<file path="src/rtl/dphy_calib_pkg.sv">
// Shared definitions for the D-PHY lane delay calibration block:
// default training constants, FSM state type and the eye-centre helper.
package dphy_calib_pkg;

  localparam logic [7:0] DEF_PATTERN = 8'hB8;
  localparam int         DEF_SAMPLES = 256;
  localparam int         DEF_SETTLE  = 8;
  localparam int         DEF_MIN_EYE = 3;
  localparam int         NUM_TAPS    = 32;

  typedef enum logic [2:0] {
    ST_IDLE,
    ST_PARK,
    ST_SETTLE,
    ST_SAMPLE,
    ST_STEP,
    ST_ALIGN,
    ST_DONE
  } calib_state_t;

  // The sum stays 6 bits wide; start + len never exceeds 32, so the centre fits in 0..31.
  function automatic logic [5:0] eye_center(input logic [4:0] start, input logic [5:0] len);
    return {1'b0, start} + {1'b0, len[5:1]};
  endfunction

endpackage

</file>
<file path="src/rtl/dphy_eye_tracker.sv">
// Tracks the current run of passing taps and remembers the longest one seen,
// the earliest run winning a tie; runs are closed at tap 31 and never wrap.
module dphy_eye_tracker
  import dphy_calib_pkg::*;
(
  input  logic       byte_clk_i,
  input  logic       rst_i,
  input  logic       clear,
  input  logic       eval,
  input  logic       pass,
  input  logic [4:0] tap,
  output logic [4:0] best_start,
  output logic [5:0] best_len
);

  logic [4:0] run_start;
  logic [5:0] run_len;
  logic [5:0] len_now;
  logic [4:0] start_now;
  logic       run_ends;

  always_comb begin
    len_now   = pass ? run_len + 6'd1 : run_len;
    start_now = (pass && run_len == 6'd0) ? tap : run_start;
    run_ends  = !pass || (tap == 5'(NUM_TAPS - 1));
  end

  always_ff @(posedge byte_clk_i) begin
    if (rst_i || clear) begin
      run_start  <= '0;
      run_len    <= '0;
      best_start <= '0;
      best_len   <= '0;
    end else if (eval) begin
      if (run_ends) begin
        run_start <= '0;
        run_len   <= '0;
        if (len_now > best_len) begin
          best_len   <= len_now;
          best_start <= start_now;
        end
      end else begin
        run_len   <= len_now;
        run_start <= start_now;
      end
    end
  end

endmodule

</file>
<file path="src/rtl/dphy_delay_calib.sv">
// Sweeps the lane IDELAY over all 32 taps while comparing the training byte,
// then steps the delay to the centre of the widest passing eye.
module dphy_delay_calib
  import dphy_calib_pkg::*;
#(
  parameter logic [7:0] PATTERN = DEF_PATTERN,
  parameter int         SAMPLES = DEF_SAMPLES,
  parameter int         SETTLE  = DEF_SETTLE,
  parameter int         MIN_EYE = DEF_MIN_EYE
) (
  input  logic       byte_clk_i,
  input  logic       rst_i,
  input  logic       start_i,
  input  logic [7:0] byte_data_i,
  input  logic       byte_valid_i,
  input  logic [4:0] cur_delay_i,
  output logic       inc_delay_o,
  output logic       busy_o,
  output logic       done_o,
  output logic       fail_o,
  output logic [4:0] best_delay_o,
  output logic [5:0] eye_width_o
);

  localparam int            SW          = $clog2(SAMPLES);
  localparam int            TW          = $clog2(SETTLE + 2);
  localparam logic [SW-1:0] LAST_SAMPLE = SW'(SAMPLES - 1);
  localparam logic [TW-1:0] WAIT_FULL   = TW'(SETTLE);
  localparam logic [TW-1:0] WAIT_M1     = TW'(SETTLE - 1);
  localparam logic [5:0]    MIN_LEN     = 6'(MIN_EYE);
  localparam logic [4:0]    LAST_TAP    = 5'(NUM_TAPS - 1);

  calib_state_t  state, state_next;
  logic [TW-1:0] timer;
  logic [4:0]    tap_idx;
  logic [SW-1:0] sample_cnt;
  logic          mismatch;
  logic          tap_pass;
  logic          inc;
  logic          last_byte;
  logic          byte_bad;
  logic [4:0]    best_start;
  logic [5:0]    best_len;
  logic [5:0]    center;
  logic          eye_too_small;

  assign last_byte     = byte_valid_i && (sample_cnt == LAST_SAMPLE);
  assign byte_bad      = (byte_data_i != PATTERN);
  assign center        = eye_center(best_start, best_len);
  assign eye_too_small = (best_len < MIN_LEN);

  dphy_eye_tracker u_tracker (
    .byte_clk_i (byte_clk_i),
    .rst_i      (rst_i),
    .clear      (state == ST_IDLE && start_i),
    .eval       (state == ST_STEP),
    .pass       (tap_pass),
    .tap        (tap_idx),
    .best_start (best_start),
    .best_len   (best_len)
  );

  always_ff @(posedge byte_clk_i) begin
    if (rst_i) state <= ST_IDLE;
    else       state <= state_next;
  end

  // Every increment is issued only once the wait timer has run out, which keeps pulses SETTLE apart.
  always_comb begin
    state_next = state;
    inc        = 1'b0;
    case (state)
      ST_IDLE:   if (start_i) state_next = ST_PARK;
      ST_PARK: begin
        if (timer == '0) begin
          if (cur_delay_i == 5'd0) state_next = ST_SETTLE;
          else                     inc        = 1'b1;
        end
      end
      ST_SETTLE: if (timer == '0) state_next = ST_SAMPLE;
      ST_SAMPLE: if (last_byte) state_next = ST_STEP;
      ST_STEP: begin
        inc        = 1'b1;
        state_next = (tap_idx == LAST_TAP) ? ST_ALIGN : ST_SETTLE;
      end
      ST_ALIGN: begin
        if (eye_too_small) begin
          state_next = ST_IDLE;
        end else if (timer == '0) begin
          if ({1'b0, cur_delay_i} == center) state_next = ST_DONE;
          else                               inc        = 1'b1;
        end
      end
      ST_DONE:   state_next = ST_IDLE;
      default:   state_next = ST_IDLE;
    endcase
  end

  assign inc_delay_o = inc;
  assign busy_o      = (state != ST_IDLE) && (state != ST_DONE);
  assign done_o      = (state == ST_DONE);

  always_ff @(posedge byte_clk_i) begin
    if (rst_i) begin
      timer      <= '0;
      tap_idx    <= '0;
      sample_cnt <= '0;
      mismatch   <= 1'b0;
      tap_pass   <= 1'b0;
    end else begin
      case (state)
        ST_IDLE: begin
          timer   <= '0;
          tap_idx <= '0;
        end
        ST_PARK: begin
          if (timer != '0) begin
            timer <= timer - 1'b1;
          end else if (cur_delay_i == 5'd0) begin
            timer   <= WAIT_M1;
            tap_idx <= '0;
          end else begin
            timer <= WAIT_FULL;
          end
        end
        ST_SETTLE: begin
          if (timer != '0) begin
            timer <= timer - 1'b1;
          end else begin
            sample_cnt <= '0;
            mismatch   <= 1'b0;
          end
        end
        ST_SAMPLE: begin
          if (byte_valid_i) begin
            sample_cnt <= sample_cnt + 1'b1;
            mismatch   <= mismatch | byte_bad;
            if (last_byte) tap_pass <= !(mismatch || byte_bad);
          end
        end
        ST_STEP: begin
          timer   <= (tap_idx == LAST_TAP) ? WAIT_FULL : WAIT_M1;
          tap_idx <= tap_idx + 5'd1;
        end
        ST_ALIGN: begin
          if (timer != '0) timer <= timer - 1'b1;
          else if (inc)    timer <= WAIT_FULL;
        end
        default: ;
      endcase
    end
  end

  // Results are cleared on a new request and held after completion until the next one.
  always_ff @(posedge byte_clk_i) begin
    if (rst_i) begin
      fail_o       <= 1'b0;
      best_delay_o <= '0;
      eye_width_o  <= '0;
    end else if (state == ST_IDLE && start_i) begin
      fail_o       <= 1'b0;
      best_delay_o <= '0;
      eye_width_o  <= '0;
    end else if (state == ST_ALIGN && eye_too_small) begin
      fail_o       <= 1'b1;
      best_delay_o <= '0;
      eye_width_o  <= best_len;
    end else if (state == ST_ALIGN && state_next == ST_DONE) begin
      best_delay_o <= center[4:0];
      eye_width_o  <= best_len;
    end
  end

endmodule

</file>
<file path="config.mk">
export PLATFORM = sky130hd
export DESIGN_NAME = dphy_delay_calib
export DESIGN_NICKNAME = d
export VERILOG_FILES = /design/src/rtl/dphy_calib_pkg.sv /design/src/rtl/dphy_eye_tracker.sv /design/src/rtl/dphy_delay_calib.sv
export SDC_FILE = /design/constraint.sdc
export NUM_CORES = 1
export LEC_CHECK = 0
export BUFFER_PORTS_ARGS = -buffer_cell sky130_fd_sc_hd__buf_2
export CAP_MARGIN = 10
export CORE_MARGIN = 10
export CORE_UTILIZATION = 54
export DETAILED_ROUTE_END_ITERATION = 12
export GPL_TIMING_DRIVEN = 0
export PLACE_DENSITY = 0.74
export SYNTH_ARGS = -nofsm -noshare
export SYNTH_HDL_FRONTEND = slang
export SYNTH_HIERARCHICAL = 1
export SYNTH_SLANG_ARGS = --single-unit
</file>
<file path="constraint.sdc">
create_clock -name byte_clk_i -period 3.15 [get_ports byte_clk_i]
set_clock_uncertainty 0.2 [all_clocks]
set_input_delay 0.63 -clock byte_clk_i [delete_from_list [all_inputs] [get_ports byte_clk_i]]
set_output_delay 0.63 -clock byte_clk_i [all_outputs]
set_load 0.05 [all_outputs]
</file>
== Word level (Yosys, flattened, before mapping) ==
Cells that the tools add are included.
Word-level totals
  input bits: 17
  word-level logic and storage cells: 105
  register bits: 56
  output and inout bits: 15
Operators by class
  reductions and logical operators: 28
  mux-type cells: 38
  equality and inequality tests: 18
  magnitude comparators: 2
  $add $sub $neg: 5
  bitwise logic cells: 1
Operators with widths (count)
  2-to-1 mux 3 bit: 9
  2-to-1 mux 4 bit: 6
  2-to-1 mux 6 bit: 4
  2-to-1 mux 5 bit: 4
  one-hot mux 4 bit (5 select lines): 1
  one-hot mux 3 bit (6 select lines): 1
  2-to-1 mux 8 bit: 2
  one-hot mux 8 bit (2 select lines): 1
  one-hot mux 5 bit (3 select lines): 1
  AND reduction 3 bit: 5
  == test 3 bit, second input constant: 4
  inequality test 2 bit, second input constant: 5
  adder 8 x 1 -> 8 bit, second input constant: 1
  == test 8 bit, second input constant: 1
  inequality test 8 bit, second input constant: 1
  2-to-1 mux 1 bit: 7
  adder 5 x 5 -> 6 bit: 1
  adder 6 x 1 -> 6 bit, second input constant: 1
  == test 3 x 2 -> 1 bit, second input constant: 2
  == test 5 x 6 -> 1 bit: 1
  > comparator 6 bit: 1
  logical AND 1 bit: 6
  logical NOT 6 bit: 1
  less-than comparator 6 x 2 -> 1 bit, second input constant: 1
  other kinds (19): 25

== Depth between registers and ports, before layout ==
  depth in word-level cells: 10
  gate-level depth with buffers: 9
  depth with buffers taken out: 9

== Hierarchy ==
The synthesis kept the hierarchy.
By module, submodules not included
  dphy_delay_calib: area each 2021.9 sq um, sequential area each 680.7 sq um, cells each 247, times used 1
  dphy_eye_tracker: area each 1293.7 sq um, sequential area each 440.4 sq um, cells each 152, times used 1

== Worst setup path before layout ==
No wires, ideal clock.
  path type: reg-to-output
  start: reg u_tracker.best_len[1]
  end: out inc_delay_o
  slack: 0.050 ns
  arrival time: 2.270 ns
  required time: 2.320 ns
  buffers on the path: 0
  stages on the path, launching flop included: 8
  cell sequence: dfxtp_1 > ha_1 > fa_1 > xnor2_1 > nand2_1 > a2111o_1 > or2_1 > a31o_2
On the way
  longest elaborated chain between the ends: 6
  elaborated cells between the ends (all ways): 7
  those cells by class: add/sub: 1; order compare: 1; eq/ne: 1; mux: 4
RTL lines
  start: declaration: line dphy_eye_tracker.sv:13  | output logic [5:0] best_len
  start signal: assignment: line dphy_eye_tracker.sv:39  | best_len <= len_now;
  adder 5 x 5 -> 6 bit: line dphy_calib_pkg.sv:23  | return {1'b0, start} + {1'b0, len[5:1]};
  via center[1]: line dphy_delay_calib.sv:44  | logic [5:0] center;
  == test 5 x 6 -> 1 bit: line dphy_delay_calib.sv:90  | if ({1'b0, cur_delay_i} == center) state_next = ST_DONE;
  2-to-1 mux 1 bit: line dphy_delay_calib.sv:90
  2-to-1 mux 1 bit: line dphy_delay_calib.sv:89  | end else if (timer == '0) begin
  2-to-1 mux 1 bit: line dphy_delay_calib.sv:87  | if (eye_too_small) begin
  one-hot mux 1 bit (3 select lines): line dphy_delay_calib.sv:72  | case (state)
  end: declaration: line dphy_delay_calib.sv:17  | output logic inc_delay_o,
The timed path passes the listed nets, and every way through them passes these cells.

== Worst setup path in the final report ==
Ends and elaborated chain as after synthesis.

==> flow_metrics.py <==
metrics = {
    "pwr": {
        "switching_power_uw": 330.7,
        "netSwitchingFraction_pct": 26.20,
        "vdd_drop_max_mv": 0.1709,
        "combinational_power_share_pct": 10.0,
        "share_seq_of_total_power_pct": 56.4,
        "report.power.total_uw": 1262,
        "p_int_uw": 931.5,
        "power_leakage_uw": 0.001409,
        "pwr_density_cell_mw_per_mm2": 331.2,
        "clock_power_share_pct": 33.6,
    },
    "worst_hold_path": {
        "hold_path_class": "flop to flop",
    },
    "grt": {
        "grt_util_met1_pct": 20.59,
        "antenna_found_initial": 0,
        "grt_first_pass_wirelength_um": 12770,
        "grt.met2_usage_pct": 23.40,
        "grt_overflow_total": 0,
        "largest_net_degree_at_the_start_of_global_routing": 18,
        "grt_most_used_layer": "met2",
        "global_route_usage_over_all_layers_pct": 15.29,
        "grt_pass1_vias": 2732,
        "grt_use_met3_pct": 3.735,
    },
    "clocking": {
        "cts_max_path_buffers": 2,
        "cts_made_buffers": 5,
        "cts.sink_count": 56,
        "cts-hold-fix-buffers": 0,
        "tritoncts": "yes",
        "clk_latency_ns": 0.32,
        "clk_pin_slew_ns": 0.10,
        "cts-htree-levels": 2,
        "clock_tree.root_cell": "clkbuf_8",
    },
    "floorplan": {
        "die_h_um": 98.36,
        "design.portCount": 32,
        "floorplan.die_area_mm2": 0.009675,
        "fp-row-count": 28,
        "die_w_um": 98.36,
        "starting_density_of_the_core_pct": 55.67,
        "core_area_mm2": 0.005956,
    },
    "critical_path": {
        "maximum_fanout_along_the_worst_path": 3,
        "critical_path_class": "flop to primary output",
        "end_kind": "primary output",
        "data_required_time_at_the_worst_endpoint_ns": 2.32,
        "critical_path_arrival_ns": 2.57,
        "setup.worst_path.start_class": "flop",
    },
    "detailed_routing": {
        "route.antenna.remaining_nets": 0,
        "drt_iter0_drc": 149,
        "drt_pre_antenna_iters": 4,
        "routedWlPerCell_um": 14.85,
        "num_vias": 3004,
        "drt_drc_violations_left": 0,
        "vias_per_cell": 5.755,
        "totalWireLength_um": 7752,
    },
    "logic_synthesis": {
        "syn-num-nets": 435,
        "post_synth_edffs": 0,
        "post_synth_instance_area_mm2": 0.003316,
        "yosys.area.top_type": "dfxtp_1",
        "yosysSeqAreaShare_pct": 33.81,
        "synth_area_per_cell_um2": 8.310,
        "dominantRegCellSynth": "dfxtp_1",
        "synth.lib_cells_used.distinct": 61,
        "ys_top_cells_by_area": "dfxtp_1, ha_1, nand2_1",
        "yosys_warnings": 6,
        "synth.ff_latch_count": 56,
        "synth_top_cell_area_share_pct": 33.81,
        "synth_async_sr_flop_share_pct": 0,
        "syn_inst": 399,
    },
    "timing": {
        "final_period_util_pct": 107.8,
        "fmax_ghz": 0.2944,
        "endpoints_failing_hold": 0,
        "slew-limit-headroom_pct": 47.35,
        "fin_crit_ns": 3.396,
        "final-setup-viol-count": 1,
        "worst_pin_slew_ns": 0.7825,
        "setup_slack_ns": -0.2462,
        "rsz_0062_raised_after_global_routing": "true",
        "maxSlewViolCount": 0,
    },
    "finish": {
        "mostFrequentLayoutCell": "dfxtp_1",
        "sequential_cell_area_mm2": 0.001135,
        "antenna-diode-count": 0,
        "fin_nets": 482,
        "most_frequent_cells_in_the_layout": "dfxtp_1, nand2_1, a21oi_1",
        "ratio_of_cells_with_drive_above_1_in_the_final_layout_pct": 16.78,
        "finish.cell_count_without_fillers": 522,
        "multiInputGateArea_mm2": 0.002151,
        "n_fill_cell": 533,
        "syn2layout_area_growth_pct": 14.94,
    },
    "run": {
        "timing.max_cap.violations": 0,
    },
    "outcome": {
        "violations_in_the_final_reports": "setup timing",
        "outcome": "finished, violations left",
    },
    "placement": {
        "placed_cells": 505,
        "place_congestion": 0.8891,
        "port_buffers": 31,
        "place.detailed.hpwl_um": 5788,
    },
}
==> timing repair <==
action | CTS | global route
gates resized for setup | 20 | 1
endpoints found under the hold margin | 0 | 0
pin swaps | 3 | 3
buffers inserted | 8 | 1
endpoints found under the setup margin | 8 | 8
==> synth_stat cells, drive strengths merged, types with 4 or more instances <==
cell type  number
or2             6
nor2           29
a21o           11
nor3           13
dfxtp          56
o21ai          20
a21oi          33
nand2b         12
inv            12
nand3          22
xor2            4
nand2          45
ha             18
mux2i          15
clkbuf         12
and2            8
nand4           6
xnor2          14
==> cells by family (layout without fill, tap and decap cells) <==
logic type,count (synthesis),count (layout),share of synthesized area [%]
DFF,56,56,33.81
muxes,16,16,4.981
and+or+nand+nor,164,164,25.43
AOI/OAI and AO/OA,100,100,20.64
adders and majority gates,19,19,7.396
xor gates and xnor gates,18,18,4.755
buffers and inverters,26,74,2.981
==> routing by layer <==
metal | part of all wire (%) | vias to the layer above
met4 | 0.57 | 0
li1 | - | 1540
met2 | 46 | 70
met1 | 47 | 1390
met3 | 5.9 | 4
met5 | 0 | -
==> critical path, cell delays in order, from the launching register on <==
cell and delay (ns):
dfxtp_4 0.37, ha_4 0.16, fa_2 0.54, xnor2_1 0.12, nand2_1 0.09, a2111o_1 0.32
or2_4 0.27, a31o_4 0.24, buf_8 0.14
==> power groups by stage <==
stage | logic, µW | registers, µW | clock network (µW)
2_1_floorplan | 82.5 | 730 | 0
3_3_place_gp | 116 | 731 | 0
3_5_place_dp | 118 | 731 | 0
4_1_cts | 125 | 712 | 432
5_1_grt | 138 | 713 | 463
6_report | 127 | 712 | 424
==> area by class of cell <==
type,count,area share (%)
multi-input cells,317,56.43
well taps,75,2.462
plain buffers,14,1.477
clock buffers,6,2.167
flip-flops and latches,56,29.78
clock inverters,2,0.3940
inverters,12,1.182
repair buffers,40,6.106
==> worst paths after layout <==
check / to / startpoint / depth (start not counted) / slack (ns)
setup / recovery: inc_delay_o / u_tracker/best_len[1] / 8 / -0.25
hold / removal: u_tracker/run_start[0] / u_tracker/run_start[0] / 2 / 0.28
setup reg to reg: u_tracker/best_len[3] / tap_pass / 10 / 0.18
hold reg to reg: u_tracker/run_start[0] / u_tracker/run_start[0] / 2 / 0.28
==> registers in the layout, indices dropped and copies added, names as in the netlist <==
| name | count |
|---|---|
| sample_cnt | 8 |
| u_tracker/run_start | 5 |
| state | 3 |
| u_tracker/best_start | 5 |
| tap_pass | 1 |
| mismatch | 1 |
| u_tracker/best_len | 6 |
| best_delay_o | 5 |
| tap_idx | 5 |
| fail_o | 1 |
| u_tracker/run_len | 6 |
| timer | 4 |
| eye_width_o | 6 |
==> through the flow <==
stage	area (µm²)	util [%]	hold slack [ns]	setup TNS (ns)	worst slack [ns]
2_1_floorplan	3316	-	0.2391	0	0.04955
3_3_place_gp	3565	59.85	0.2517	-0.4013	-0.2832
3_5_place_dp	3565	59.85	0.2606	-0.4636	-0.2986
4_1_cts	3801	63.82	0.2763	-0.2202	-0.2202
5_1_grt	3811	63.99	0.3059	-0.3002	-0.3002
6_report	3811	63.99	0.2757	-0.2462	-0.2462
Power figures use the tool's default switching activity.
